`src/rtl/icache_responder.sv`:
```
// Direct-mapped, one-word-per-line instruction cache.
// The datapath fetch port gets hits back in the same cycle. A miss stalls the
// fetch (ihit=0) while a single word is read from the memory controller. The
// filled word is returned by the lookup on the cycle after the fill.
module icache_responder #(
    parameter int SETS  = 16,
    parameter int IDX_W = 4,
    parameter int CNT_W = 32
) (
    input  logic             CLK,
    input  logic             nRST,
    input  logic             imemREN,
    input  logic [31:0]      imemaddr,
    output logic             ihit,
    output logic [31:0]      imemload,
    output logic             iREN,
    output logic [31:0]      iaddr,
    input  logic             iwait,
    input  logic [31:0]      iload,
    output logic [CNT_W-1:0] hit_cnt,
    output logic [CNT_W-1:0] miss_cnt
);
    localparam int TAG_W = 32 - IDX_W - 2;

    typedef enum logic {IDLE, FILL} state_t;

    // Control state: reset clears these
    state_t            state_q, state_d;
    logic [SETS-1:0]   valid_q, valid_d;
    logic [31:0]       miss_addr_q, miss_addr_d;
    logic [CNT_W-1:0]  hit_cnt_q, hit_cnt_d;
    logic [CNT_W-1:0]  miss_cnt_q, miss_cnt_d;

    // Line storage: only meaningful where the valid bit is set, so never reset
    logic [TAG_W-1:0]  tag_q  [SETS];
    logic [31:0]       data_q [SETS];

    logic [IDX_W-1:0]  lk_idx;
    logic [TAG_W-1:0]  lk_tag;
    logic [IDX_W-1:0]  fill_idx;
    logic [TAG_W-1:0]  fill_tag;
    logic              hit;
    logic              fill_we;

    function automatic logic [CNT_W-1:0] sat_inc(input logic [CNT_W-1:0] v);
        logic [CNT_W-1:0] one;
        one = {{(CNT_W-1){1'b0}}, 1'b1};
        return (&v) ? v : v + one;
    endfunction

    assign lk_idx   = imemaddr[IDX_W+1:2];
    assign lk_tag   = imemaddr[31:IDX_W+2];
    assign fill_idx = miss_addr_q[IDX_W+1:2];
    assign fill_tag = miss_addr_q[31:IDX_W+2];

    // Lookups only happen in IDLE; a pending fill blocks all hits.
    assign hit = (state_q == IDLE) && imemREN && valid_q[lk_idx] && (tag_q[lk_idx] == lk_tag);

    assign ihit     = hit;
    assign imemload = hit ? data_q[lk_idx] : 32'd0;
    assign iREN     = (state_q == FILL);
    assign iaddr    = (state_q == FILL) ? miss_addr_q : 32'd0;
    assign hit_cnt  = hit_cnt_q;
    assign miss_cnt = miss_cnt_q;

    // Next-state: hit counting, miss capture, and fill completion
    always_comb begin
        state_d     = state_q;
        valid_d     = valid_q;
        miss_addr_d = miss_addr_q;
        hit_cnt_d   = hit_cnt_q;
        miss_cnt_d  = miss_cnt_q;
        fill_we     = 1'b0;
        case (state_q)
            IDLE: begin
                if (hit) begin
                    hit_cnt_d = sat_inc(hit_cnt_q);
                end else if (imemREN) begin
                    miss_addr_d = {imemaddr[31:2], 2'b00};
                    miss_cnt_d  = sat_inc(miss_cnt_q);
                    state_d     = FILL;
                end
            end
            FILL: begin
                // Fill is committed regardless of what the datapath does meanwhile
                if (!iwait) begin
                    fill_we           = 1'b1;
                    valid_d[fill_idx] = 1'b1;
                    state_d           = IDLE;
                end
            end
            default: state_d = IDLE;
        endcase
    end

    // Control registers with asynchronous reset; a reset mid-fill drops the fill
    always_ff @(posedge CLK or posedge nRST) begin
        if (nRST) begin
            state_q     <= IDLE;
            valid_q     <= '0;
            miss_addr_q <= 32'd0;
            hit_cnt_q   <= '0;
            miss_cnt_q  <= '0;
        end else begin
            state_q     <= state_d;
            valid_q     <= valid_d;
            miss_addr_q <= miss_addr_d;
            hit_cnt_q   <= hit_cnt_d;
            miss_cnt_q  <= miss_cnt_d;
        end
    end

    // Line write on fill completion (eviction is a plain overwrite)
    always_ff @(posedge CLK) begin
        if (fill_we) begin
            tag_q[fill_idx]  <= fill_tag;
            data_q[fill_idx] <= iload;
        end
    end

endmodule

```
`config.mk`:
```
export PLATFORM = sky130hd
export DESIGN_NAME = icache_responder
export DESIGN_NICKNAME = d
export VERILOG_FILES = /design/src/rtl/icache_responder.sv
export SDC_FILE = /design/constraint.sdc
export NUM_CORES = 1
export LEC_CHECK = 0
export CAP_MARGIN = 20
export CORE_UTILIZATION = 54
export DETAILED_ROUTE_END_ITERATION = 12
export PLACE_DENSITY_LB_ADDON = 0.08
export SYNTH_ARGS = -nofsm -noshare
export SYNTH_HDL_FRONTEND = slang
export SYNTH_SLANG_ARGS = --single-unit
```
`constraint.sdc`:
```
create_clock -name CLK -period 6.3 [get_ports CLK]
set_input_delay 1.575 -clock CLK [delete_from_list [all_inputs] [get_ports CLK]]
set_output_delay 1.575 -clock CLK [all_outputs]
set_load 0.02 [all_outputs]
```
======== Word level (Yosys, flattened, before mapping) ========
Memories as Yosys holds them, arrays and structs flattened.
Cells that the tools add are included.
storage, ports and cells
  register bits after elaboration ......... 111
  bits in latches ......................... 0
  memory bits (writable) .................. 928
  memory bits (read-only) ................. 0
  input port bits ......................... 68
  output and inout port bits .............. 130
  logic and storage cells ................. 43
  memories ................................ 2
operators by class
  add/subtract/negate cells ............... 2
  multipliers ............................. 0
  divide/modulo/power cells ............... 0
  $lt $le $gt $ge ......................... 3
  eq/ne operators ......................... 1
  shifts and indexed selects .............. 0
  mux-type cells .......................... 14
  bitwise logic cells ..................... 6
  reductions and logical operators ........ 10
memory list
  name    depth  width  rd ports  clocked after Yosys merged registers in  write ports  line  RTL
  data_q  16     32     1         0                                        1            36    logic [31:0] data_q [SETS];
  tag_q   16     26     1         0                                        1            35    logic [TAG_W-1:0] tag_q [SETS];
operators by type and width
  cell                     number
  $add A32 B1 Y32 const B  2
  $mux W32                 2
  $reduce_and A32 Y1       2
  $eq A26 B26 Y1           1
  $or A16 B16 Y16          1
  $lt A4 B5 Y1 const B     2
  $mux W1                  9
  $reduce_and A3 Y1        2
  $not A1 Y1               5
  $bmux W1 S4              1
  $demux W1 S4             1
  $ge A4 B1 Y1 const B     1
  $logic_and A1 B1 Y1      4
  $reduce_and A4 Y1        1
  $pmux W1 S2              1
  $reduce_and A2 Y1        1

======== Longest topological paths before layout ========
Gate-level depths: netlist (run 1).
  depth after elaboration ................. 6
  gate-level depth with buffers ........... 17
  mapped depth without buffers ............ 9

======== Worst setup path before layout (run 1) ========
OpenSTA, ideal clock, no wires.
  path kind ............................... input to register
  start ................................... input iwait
  end ..................................... register valid_q[0]
  library setup time ...................... 89 ps
  arrival time ............................ 6536 ps
  data required time ...................... 6211 ps
  setup slack ............................. -325 ps
  cell stages on the path ................. 4
  cell sequence ........................... nand2b_1 > or3_1 > nor3_1 > or2_2
between the ends
  cells in the longest elaborated chain, start to end .. 2
ends and longest elaborated chain
  element                      line  RTL
  start, declared              18    input logic iwait,
  $not A1 Y1 (no line)         -
  $reduce_and A2 Y1 (no line)  -
  end signal, assigned         106   valid_q <= valid_d;
  end, declared                29    logic [SETS-1:0] valid_q, valid_d;
No other way between the ends.
A chain may end at the register's enable or synchronous reset.

======== Worst setup path in the final report (run 1) ========
  start ................................... input imemaddr[4]
  end ..................................... output imemload[2]
between the ends
  cells in the longest elaborated chain, start to end .. 5
  elaborated cells between the ends (all ways) .. 8
  classes of those cells .................. 1 x eq/ne; 3 x mux; 2 x reduce/logical; 2 x memory
ends and longest elaborated chain
  element                                                                  line  RTL
  start, declared                                                          13    input logic [31:0] imemaddr,
  parallel branches: the longest is 4 deep, another holds $mem_v2 Z16 W26  -
  $mux W32 *                                                               60    assign imemload = hit ? data_q[lk_idx] : 32'd0;
  end, declared                                                            15    output logic [31:0] imemload,
Mark *: on every way between the ends. The select of a mux whose other input is x is not followed.

==> results of run 1 <==
[placed cells by master (no fill, tap or decap), drive strengths merged, types with 3 or more instances in the layout]
cell type / Yosys / routed
nor4: 23 / 23
a211oi: 3 / 3
nand4: 30 / 30
nand3: 36 / 36
clkbuf: 43 / 137
nor4b: 6 / 6
clkinv: 1 / 40
nand4b: 4 / 4
mux4: 244 / 244
mux2: 55 / 55
or2: 21 / 21
o22a: 4 / 4
a21oi: 4 / 4
and3: 22 / 22
xnor2: 49 / 49
a211o: 3 / 3
or3: 8 / 8
clkdlybuf4s50: 0 / 156
clkinvlp: 0 / 4
a221oi: 5 / 5
bufinv: 0 / 10
nor2b: 41 / 41
nor3b: 4 / 4
nand2b: 12 / 12
nand3b: 7 / 7
buf: 64 / 193
o211ai: 3 / 3
dfrtp: 111 / 111
o22ai: 12 / 12
or4: 5 / 5
inv: 12 / 21
and4: 4 / 4
nand2: 39 / 39
nor2: 34 / 34
xor2: 33 / 33
edfxtp: 928 / 928
nor3: 29 / 29
a22oi: 4 / 4
and2: 36 / 36
mux2i: 76 / 76
[per-layer routing]
layer / global-route usage [%] / vias up
met2: 42.1 / 642
met5: 0 / -
met4: 7.24 / 6
met1: 36.1 / 11300
li1: - / 9029
met3: 3.36 / 145
[cells in the mapped netlist (20+ instances only)]
cell,instances,share of area (%)
xor2_1,33,0.70
clkbuf_1,43,0.39
nand4_1,30,0.45
nand2_1,39,0.35
and3_1,22,0.33
or2_2,20,0.30
nor2b_1,41,0.62
mux2_2,54,1.5
nor2_1,34,0.31
mux2i_1,76,1.8
and2_1,36,0.54
mux4_2,244,13
nor3_1,29,0.35
xnor2_1,49,1.0
nand3_1,36,0.43
edfxtp_1,928,67
dfrtp_1,111,6.7
buf_2,29,0.35
[state kept, by name, summed over array words and instances (netlist names)]
register	flops
valid_q	16
miss_addr_q	30
iREN	1
tag_q	416
hit_cnt	32
miss_cnt	32
data_q	512
[path summary, 6_finish.rpt]
kind                                    to  slack [ns]  depth (start not counted)
setup / recovery               imemload[2]       -0.21                         12
hold / removal                 valid_q[13]        0.46                          1
setup reg to reg                hit_cnt[1]        2.05                         12
hold reg to reg                valid_q[13]        0.46                          1
max in group asynchronous  miss_addr_q[17]        4.32                          4
min in group asynchronous      hit_cnt[24]        1.36                          3
[cell type report]
class | count | area, um2 | area share [%]
well taps | 1030 | 1290 | 2.62
multi-input cells | 881 | 10400 | 21.1
inverters | 13 | 53.8 | 0.109
flip-flops and latches | 1039 | 30600 | 62.2
clock buffers | 134 | 2810 | 5.70
repair buffers | 352 | 3420 | 6.95
clock inverters | 62 | 638 | 1.29
[cell families after synthesis]
group	share of synthesized area, %
flip-flops	73.9
multiplexers	16.6
AND/OR/NAND/NOR	5.22
buffers and inverters	1.49
XOR/XNOR	1.73
AO/OA/AOI/OAI	0.978
adder cells (fa/ha/maj)	0.0604
other	0.00905
[through the flow]
stage,utilization [%],hold WS [ns],setup slack [ns],setup TNS (ns)
after floorplan,-,0.434,0.0580,0
after global placement,60.1,0.446,-0.836,-27.27
after detailed placement,60.1,0.449,-0.862,-26.76
after global routing,64.9,0.489,-0.309,-8.29
final,64.9,0.463,-0.211,-5.43
after CTS,64.7,0.464,-0.179,-4.25
[repair_timing]
action	4_1_cts	5_1_grt
pin swaps	1	2
gates resized for setup	178	27
buffers inserted	5	0
endpoints found under the setup margin	33	33
cloned	3	0
[critical path: stages]
cell	delay [ns]
clkbuf_16	0.14
buf_6	0.14
mux4_2	0.51
mux2i_1	0.17
mux2i_1	0.10
xor2_1	0.20
or3_1	0.38
or4_1	0.53
or4_4	0.63
buf_16	0.23
nor2b_1	0.14
buf_4	0.16
[power by group through the flow]
stage / Clock (uW) / Sequential [uW] / Combinational (uW)
2_1_floorplan: 0 / 8270 / 725
6_report: 6190 / 8210 / 1300
5_1_grt: 6550 / 8250 / 1390
3_3_place_gp: 0 / 8320 / 1290
4_1_cts: 6290 / 8210 / 1320
3_5_place_dp: 0 / 8350 / 1300
==> impl_results.md, run 1 <==
* Outcome: finished, violations left
* Violations in the final reports: negative setup slack
* Maximum count of clock buffers along a single path at 3
* IO Count at 198
* Internal cell power at 12,100 uW
* Highest net fanout along the worst path at 17
* WP data arrival at 4.94 ns
* Clock root cell: clkbuf_16
* Relative slew slack at 33.6%
* Average vias per placed instance at 6.03
* Switching power total at 3570 uW
* Fraction of power spent switching nets at 22.7%
* Non-Filler Cell Area, Final at 49,300 um2
* Weighted congestion at the end of routability-driven global placement at 0.914
* Number of optimization iterations in the first detailed-route pass at 5
* Combinational group share of total power at 8.3%
* Port-buffer cells at 193
* Post-route clock period utilization at 103%
* Number of placed cells counting well taps at 3,306
* Vertical die dimension at 279 um
* Worst IR Drop VDD at 0.000220 V
* Count of nets left with antenna violations after detail routing at 0
* Wire length of the first global-routing pass at 145,000 um
* Capturing element type of the critical path: output port
* Final max-slew violation count at 0
* Minimum clock period at 6.51 ns
* Placeable core area at 75,900 um2
* Worst setup path class: in -> out
* Share of the yosys chip area belonging to registers at 73.9%
* Required time of the worst setup path at 4.72 ns
* CTS Hold Buffers Added at 0
* Hold crit path type: reg -> reg
* Number of rows in the core area at 101
* Unrepaired setup endpoints after global routing: yes
* Top Metal Used: met5
* Met1 WL at 40,700 um
* Fin cells at 3,511
* Worst setup path start: imemaddr[4]
* Relative contribution of the clock network to total power at 39.4%
* Maximum achievable frequency at 154 MHz
* Detailed Route Iter0 Violations at 1,761
* GRT overflow at 0
* Post-Syn Area at 41,500 um2
* Routed length on met2 at 48,800 um
* FF-to-FF Start: tag_q[7][22]
* Final wirelength at 96,900 um
* Setup clock skew after layout at 0.0210 ns
* Post-synthesis instance total at 2,039
* Pin count of the biggest net entering global routing at 70
* DP Wirelength at 52,900 um
* Horizontal extent of the die at 279 um
* Hold Vio Cnt, Final at 0
* Total of max-cap violations at 0
* Total number of yosys warnings at 0
* Count of unresolved DRC violations after routing at 0
* Part of the power in registers at 52.3%
* Asr flop ratio synth at 10.7%
* Worst Tran Pin Value at 0.995 ns
* Final-report setup violation count at 33
* Max H-tree Level at 3
* Top FF cell, synth: edfxtp_1
* Global routing usage summed across all routing layers at 25.5%
* Cts bufs inserted at 105
* DR WL met3 at 5010 um
* Synthesized area divided by synthesized cell count at 20.3 um2
* Number of sinks handled by clock tree synthesis at 1,039
* Total power density per cell area at 319 nW/um2
* Vias after detailed routing at 21,200
* Least setup slack across all paths after layout at -0.211 ns
* EDFF count, synth at 928
* Source-to-sink clock delay at the later pin of the worst-skew pair at 0.67 ns
* Number of filler cells placed in the layout at 5,079
* Synth unique cells at 63
* Area of the die at 77,900 um2
* Number of antenna violations at the first check in global routing at 3
* Kind of start point of the critical path: input pin
* Design Power at 15,700 uW
* Leakage Power at 0.0166 uW
* Nets at 2,462
* Area overhead of the layout relative to synthesis at 18.9%
* Starting density of the core at 54.6%
* Placement Cell Area at 45,600 um2
* Fraction of layout cells with a size suffix above 1 at 29.2%
* Synthesized flop and latch total at 1,039
* Clock-pin transition on the worst setup and hold timing paths at 0.06 ns
* Average wire per cell in the routed design at 27.6 um
* Number of global-route vias before repair at 22,000
* Worst min-delay path startpoint: valid_q[13]
* Inserted Diodes at 0
* Clock tree from TritonCTS: built
Power figures use the tool's default switching activity.
==> run 2: changes to the inputs <==
CELL_PAD_IN_SITES_DETAIL_PLACEMENT = 0   (was unset)
CELL_PAD_IN_SITES_GLOBAL_PLACEMENT = 1   (was unset)
CORE_UTILIZATION = 48   (was 54)
MAX_ROUTING_LAYER = met4   (was unset)
==> run 2 against run 1 <==
The run still ends with negative setup slack left. Sequential power about the same. Clock skew decreased by 0.0023 ns. Design area increased by 1.9%. Non-clock buffer count increased by 44. Wire length increased by 4.9%. Core utilization decreased by 6.1 points. Via count increased by 0.33%. Critical path depth increased by 1. Global-route usage decreased by 1.1 points. Fmax decreased by 1.1%. Sequential share of layout area decreased by 1.2 points. First-iteration DRC count decreased by 13%. Highest routed layer is now met4.
==> impl_results.md, run 2 (synthesized netlist as in run 1, its figures left out) <==
* Outcome: finished, violations left
* Violations in the final reports: negative setup slack
* Global routing usage summed across all routing layers at 24.4% (-1.1 points)
* Hold endpoint: valid_q[2]
* Required time of the worst setup path at 4.72 ns (about the same)
* Max H-tree Level at 3 (unchanged)
* Pin count of the biggest net entering global routing at 60 (-14%)
* Vertical die dimension at 296 um (+6.0%)
* Setup clock skew after layout at 0.0187 ns (-0.00230 ns)
* Capturing element type of the critical path: output port
* Placeable core area at 85,400 um2 (+12%)
* Weighted congestion at the end of routability-driven global placement at 0.847 (-7.4%)
* IO Count at 198 (unchanged)
* Number of global-route vias before repair at 22,000 (-0.027%)
* Hold crit path type: reg -> reg
* Clock tree from TritonCTS: built
* Met1 WL at 43,700 um (+7.4%)
* Number of placed cells counting well taps at 3,434 (+3.9%)
* Minimum clock period at 6.59 ns (+0.0743 ns)
* Highest net fanout along the worst path at 6 (-11)
* Horizontal extent of the die at 296 um (+6.0%)
* Commonest cells after routing, fill and taps aside: edfxtp_1 (928), mux4_2 (244), buf_4 (172), clkdlybuf4s50_1 (156), clkbuf_16 (115)
* Area of the die at 87,500 um2 (+12%)
* Relative slew slack at 29.2% (-4.5 points)
* Largest registers: data_q x512, tag_q x416
* Total of max-cap violations at 0 (unchanged)
* Count of unresolved DRC violations after routing at 0 (unchanged)
* DP Wirelength at 55,800 um (+5.6%)
* FF-to-FF Start: tag_q[13][22]
* Unrepaired setup endpoints after global routing: yes
* Vias after detailed routing at 21,200 (+0.33%)
* Fin cells at 3,680 (+4.8%)
* GRT overflow at 0 (unchanged)
* Worst min-delay path startpoint: valid_q[2]
* Clock-pin transition on the worst setup and hold timing paths at 0.06 ns (about the same)
* Maximum achievable frequency at 152 MHz (-1.1%)
* Number of sinks handled by clock tree synthesis at 1,039 (unchanged)
* Routed length on met2 at 50,800 um (+4.2%)
* Average wire per cell in the routed design at 27.6 um (about the same)
* Final-report setup violation count at 33 (unchanged)
* Hold Vio Cnt, Final at 0 (unchanged)
* Top Metal Used: met4
* Leakage Power at 0.0170 uW (+2.4%)
* Total power density per cell area at 316 nW/um2 (-0.92%)
* Count of nets left with antenna violations after detail routing at 0 (unchanged)
* Worst setup path class: in -> out
* Starting density of the core at 48.5% (-6.0 points)
* Final max-slew violation count at 0 (unchanged)
* Fraction of layout cells with a size suffix above 1 at 31.1% (+1.9 points)
* Worst reg2reg setup slack at 1.90 ns (-0.15 ns)
* Most common cell after layout, fill and taps aside: edfxtp_1
* Wire length of the first global-routing pass at 148,000 um (+2.4%)
* Number of optimization iterations in the first detailed-route pass at 5 (unchanged)
* Kind of start point of the critical path: input pin
* DR WL met3 at 4990 um (-0.46%)
* Placement Cell Area at 46,000 um2 (+0.76%)
* Largest register by flop count: data_q
* Detailed Route Iter0 Violations at 1,534 (-13%)
* Average vias per placed instance at 5.77 (-4.3%)
* Maximum count of clock buffers along a single path at 3 (unchanged)
* WP data arrival at 5.01 ns (+0.07 ns)
* Worst IR Drop VDD at 0.000191 V (-13%)
* Worst Hold Depth at 1 (unchanged)
* Least setup slack across all paths after layout at -0.286 ns (-0.0743 ns)
* Number of antenna violations at the first check in global routing at 5 (+2)
* Post-route clock period utilization at 105% (+1.2 points)
* Critical path cell sequence: buf_16 > buf_4 > mux4_2 > mux2i_1 > mux2i_1 > xnor2_1 > or4b_4 > or4_4 > or4_4 > buf_12 > buf_12 > nor2b_1 > buf_4
* Nets at 2,509 (+1.9%)
* Number of rows in the core area at 107 (+5.9%)
* Non-Filler Cell Area, Final at 50,200 um2 (+1.9%)
* Area overhead of the layout relative to synthesis at 21.2%
* Number of cells on the worst reg-to-reg path at 13 (+1)
* CP peak stage delay at 0.61 ns (-0.02 ns)
* Critical-path cell with the highest stage delay: or4_4
* Source-to-sink clock delay at the later pin of the worst-skew pair at 0.66 ns (about the same)
* Clock root cell: clkbuf_16
* Final wirelength at 102,000 um (+4.9%)
* Reg-to-Reg End: hit_cnt[1]
* Cts bufs inserted at 108 (+2.9%)
* Worst Tran Pin Value at 1.06 ns (+0.0643 ns)
* Port-buffer cells at 193 (unchanged)
* Flip-flop count of the largest register, all copies and words added at 512 (unchanged)
[run 2: layer usage]
layer	vias to the layer above	track usage, %
li1	9156	-
met1	11400	33.1
met2	548	38.8
met3	152	3.79
met4	0	6.43
met5	-	-
[run 2: final cells by class]
| class | instances | area, um2 |
|---|---|---|
| Clock inverter | 61 | 586 |
| Fill cell | 6482 | 35200 |
| Multi-Input combinational cell | 881 | 10600 |
| Clock buffer | 142 | 2940 |
| Timing Repair Buffer | 396 | 4000 |
| Tap cell | 1144 | 1430 |
| Inverter | 13 | 58.8 |
| Antenna cell | 4 | 10.0 |
| Sequential cell | 1039 | 30600 |
[run 2: power breakdown]
part | leakage, uW | total (uW) | internal [uW] | switching [uW]
combinational | 0.00553 | 1350 | 657 | 688
clock | 0.00174 | 6300 | 3700 | 2600
sequential | 0.00977 | 8210 | 7930 | 280
total | 0.0170 | 15900 | 12300 | 3570
[run 2: critical path, delay by kind of cell]
kind                   cells  cell delay, ns
XOR/XNOR                   1            0.23
buffers and inverters      5            0.74
AND/OR/NAND/NOR            4            1.64
multiplexers               3            0.79
[run 2: repair_timing]
item | in CTS | in global routing
endpoints found under the hold margin | 0 | 0
gates resized for setup | 217 | 42
endpoints found under the setup margin | 33 | 33
gates cloned | 7 | 1
setup buffers | 23 | 15
pin swaps | 6 | 6
hold buffers | 0 | 0
[run 2: how the worst max path moves through the flow]
stage	from	to	slack, ns	depth (start not counted)
CTS	imemaddr[4]	imemload[14]	-0.29	12
global route	imemaddr[2]	imemload[29]	-0.39	15
finish	imemaddr[2]	imemload[29]	-0.29	13
detailed placement	imemaddr[4]	imemload[23]	-0.95	14
global placement	imemaddr[4]	imemload[25]	-0.95	14
floorplan	imemaddr[2]	imemload[10]	0.06	13
[run 2: through the flow]
step	setup slack [ns]	hold WS (ns)	power, uW	util (%)	setup TNS (ns)
after global placement	-0.945	0.446	9630	53.8	-27.52
after detailed placement	-0.953	0.447	9680	53.8	-27.38
final	-0.286	0.470	15900	58.8	-7.21
after CTS	-0.288	0.468	16000	58.5	-5.56
after global routing	-0.393	0.480	16400	58.8	-10.89
after floorplan	0.0580	0.434	8990	-	0
==> run 3: changes to the inputs <==
CORE_MARGIN = 2   (was unset)
==> run 3 against run 2 <==
Critical path depth is the same. The flow still finishes with violations (negative setup slack). Sequential share of layout area grew 0.11 points. Largest cell class unchanged. Final cell count decreased by 0.76%. Clock-buffer cell count did not move. Clock skew is 0.017 ns higher. Sequential power about the same.
==> impl_results.md, run 3 (synthesized netlist as in run 1, its figures left out) <==
* Number of global-route vias before repair at 22,200 (+1.3%)
* Clock root cell: clkbuf_16
* Pin count of the biggest net entering global routing at 88 (+47%)
* Relative contribution of the clock network to total power at 40.8% (+1.1 points)
* IO Count at 198 (unchanged)
* Number of sinks handled by clock tree synthesis at 1,039 (unchanged)
* Final max-slew violation count at 0 (unchanged)
* Wire length of the first global-routing pass at 150,000 um (+1.6%)
* Weighted congestion at the end of routability-driven global placement at 0.836 (-1.3%)
* Required time of the worst setup path at 4.72 ns (about the same)
* Average wire per cell in the routed design at 27.8 um (+0.80%)
* Leakage Power at 0.0170 uW (-0.47%)
* Worst Tran Pin Value at 1.05 ns (-0.00661 ns)
* Port-buffer cells at 193 (unchanged)
* Detailed Route Iter0 Violations at 1,599 (+4.2%)
* Relative slew slack at 29.6% (+0.44 points)
* Combinational group share of total power at 8.2% (-0.3 points)
* Design Power at 16,100 uW (+1.6%)
* Least setup slack across all paths after layout at -0.224 ns (+0.0617 ns)
* Count of unresolved DRC violations after routing at 0 (unchanged)
* Number of optimization iterations in the first detailed-route pass at 4 (-1)
* Capturing element type of the critical path: output port
* Number of filler cells placed in the layout at 6,325 (-2.4%)
* Part of the power in registers at 51.0% (-0.8 points)
* Cts bufs inserted at 108 (unchanged)
* Fraction of power spent switching nets at 22.4% (-0.15 points)
* Horizontal extent of the die at 298 um (+0.68%)
* Largest register by flop count: data_q
* Worst IR Drop VDD at 0.000265 V (+39%)
* Final wirelength at 102,000 um (about the same)
* Kind of start point of the critical path: input pin
* CTS Hold Buffers Added at 0 (unchanged)
* Setup clock skew after layout at 0.0359 ns (+0.0172 ns)
* Total of max-cap violations at 0 (unchanged)
* Vias after detailed routing at 21,300 (+0.19%)
* Worst setup path class: in -> out
* Setup TNS at -3.79 ns (+3.43 ns)
* Critical path cell sequence: buf_16 > mux4_2 > mux2i_1 > mux2i_1 > xnor2_1 > or4b_4 > or4_1 > or4_4 > buf_12 > buf_16 > buf_6 > nor2b_1 > buf_4
* Maximum count of clock buffers along a single path at 3 (unchanged)
* Internal cell power at 12,500 uW (+1.8%)
* Count of nets left with antenna violations after detail routing at 0 (unchanged)
* Maximum achievable frequency at 153 MHz (+0.95%)
* Unrepaired setup endpoints after global routing: yes
* Placeable core area at 85,400 um2 (unchanged)
* GRT overflow at 0 (unchanged)
* Average vias per placed instance at 5.82 (+0.96%)
* CP peak stage delay at 0.51 ns (-0.10 ns)
* Source-to-sink clock delay at the later pin of the worst-skew pair at 0.67 ns (about the same)
* Area overhead of the layout relative to synthesis at 20.9%
* Hold crit path type: reg -> reg
* Flip-flop count of the largest register, all copies and words added at 512 (unchanged)
* Vertical die dimension at 298 um (+0.68%)
* Final-report setup violation count at 32 (-3.0%)
* Minimum clock period at 6.52 ns (-0.0617 ns)
* Critical-path cell with the highest stage delay: or4_4
* Switching power total at 3610 uW (+0.91%)
* Clock-pin transition on the worst setup and hold timing paths at 0.06 ns (about the same)
* Post-route clock period utilization at 104% (-0.98 points)
* Most common cell after layout, fill and taps aside: edfxtp_1
* Max H-tree Level at 3 (unchanged)
* Starting density of the core at 48.5% (unchanged)
* Violations in the final reports: negative setup slack
* DP Wirelength at 56,000 um (+0.30%)
* Number of rows in the core area at 107 (unchanged)
* Highest net fanout along the worst path at 8 (+2)
* Largest registers: data_q x512, tag_q x416
* Total power density per cell area at 321 nW/um2 (+1.8%)
* Area of the die at 88,700 um2 (+1.4%)
* Fraction of layout cells with a size suffix above 1 at 30.5% (-0.56 points)
* Global routing usage summed across all routing layers at 23.9% (-0.48 points)
* WP data arrival at 4.95 ns (-0.06 ns)
* Outcome: finished, violations left
* Number of antenna violations at the first check in global routing at 3 (-2)
* Hold Vio Cnt, Final at 0 (unchanged)
* Commonest cells after routing, fill and taps aside: edfxtp_1 (928), mux4_2 (244), clkdlybuf4s50_1 (156), buf_4 (147), clkbuf_16 (113)
* Nets at 2,480 (-1.2%)
* Clock tree from TritonCTS: built
run 3: changes by cell type in the layout (fill, tap and decap cells not counted), moves of 3 or more:
| cell | previous run | this run |
|---|---|---|
| buf_12 | 28 | 21 |
| buf_4 | 172 | 147 |
| clkinv_2 | 26 | 23 |
| buf_16 | 3 | 7 |
| bufinv_16 | 10 | 15 |
run 3: worst max-delay path: cells and delay by family:
family | cells | cell delay, ns
and+or+nand+nor | 4 | 1.58
muxes | 3 | 0.80
buffers and inverters | 5 | 0.71
xor gates and xnor gates | 1 | 0.23
run 3: power groups by stage:
stage	combinational [uW]	clock [uW]	sequential (uW)
detailed placement	1300	0	8360
global route	1420	6980	8260
finish	1330	6570	8210
floorplan	725	0	8270
global placement	1290	0	8320
CTS	1340	6700	8210
run 3: final timing paths:
check | cells after the start | start | slack [ns] | end
max in group asynchronous | 3 | nRST | 4.07 | miss_addr_q[28]
max reg2reg | 12 | tag_q[7][22] | 2.15 | hit_cnt[1]
min reg2reg | 1 | valid_q[8] | 0.46 | valid_q[8]
max | 13 | imemaddr[2] | -0.22 | imemload[8]
min | 1 | valid_q[8] | 0.46 | valid_q[8]
min in group asynchronous | 2 | nRST | 1.28 | miss_cnt[5]
run 3: final cells by class:
cell class | instances | area (um2) | area share [%]
inverters | 13 | 57.6 | 0.115
well taps | 1144 | 1430 | 2.85
multi-input cells | 881 | 10500 | 21.0
flip-flops and latches | 1039 | 30600 | 61.1
clock inverters | 64 | 763 | 1.52
diodes | 2 | 5.00 | 0.00998
clock buffers | 142 | 2960 | 5.91
repair buffers | 367 | 3750 | 7.48
run 3: per-stage QoR:
stage	hold WS [ns]	area [um2]	util, %	setup WS (ns)	std cells
floorplan	0.434	41500	-	0.0580	2040
global placement	0.446	45800	53.6	-1.02	3419
detailed placement	0.447	45800	53.6	-1.04	3419
CTS	0.462	49900	58.4	-0.204	3643
global route	0.480	50100	58.7	-0.288	3652
finish	0.462	50100	58.7	-0.224	3652
run 3: per-layer routing:
metal | part of all wire (%) | vias to the layer above | wire, um | global-route usage (%)
met5 | 0 | - | 0 | -
met4 | 2.3 | 0 | 2300 | 6.14
met3 | 4.7 | 149 | 4760 | 3.32
met2 | 50 | 569 | 50500 | 38.2
met1 | 43 | 11500 | 44100 | 32.8
li1 | - | 9094 | - | -
run 3: what timing repair did:
action	4_1_cts	5_1_grt
resized for setup	220	33
endpoints found under the hold margin	0	0
pin swaps	3	1
endpoints found under the setup margin	33	33
gates cloned	7	1
buffers inserted	11	4
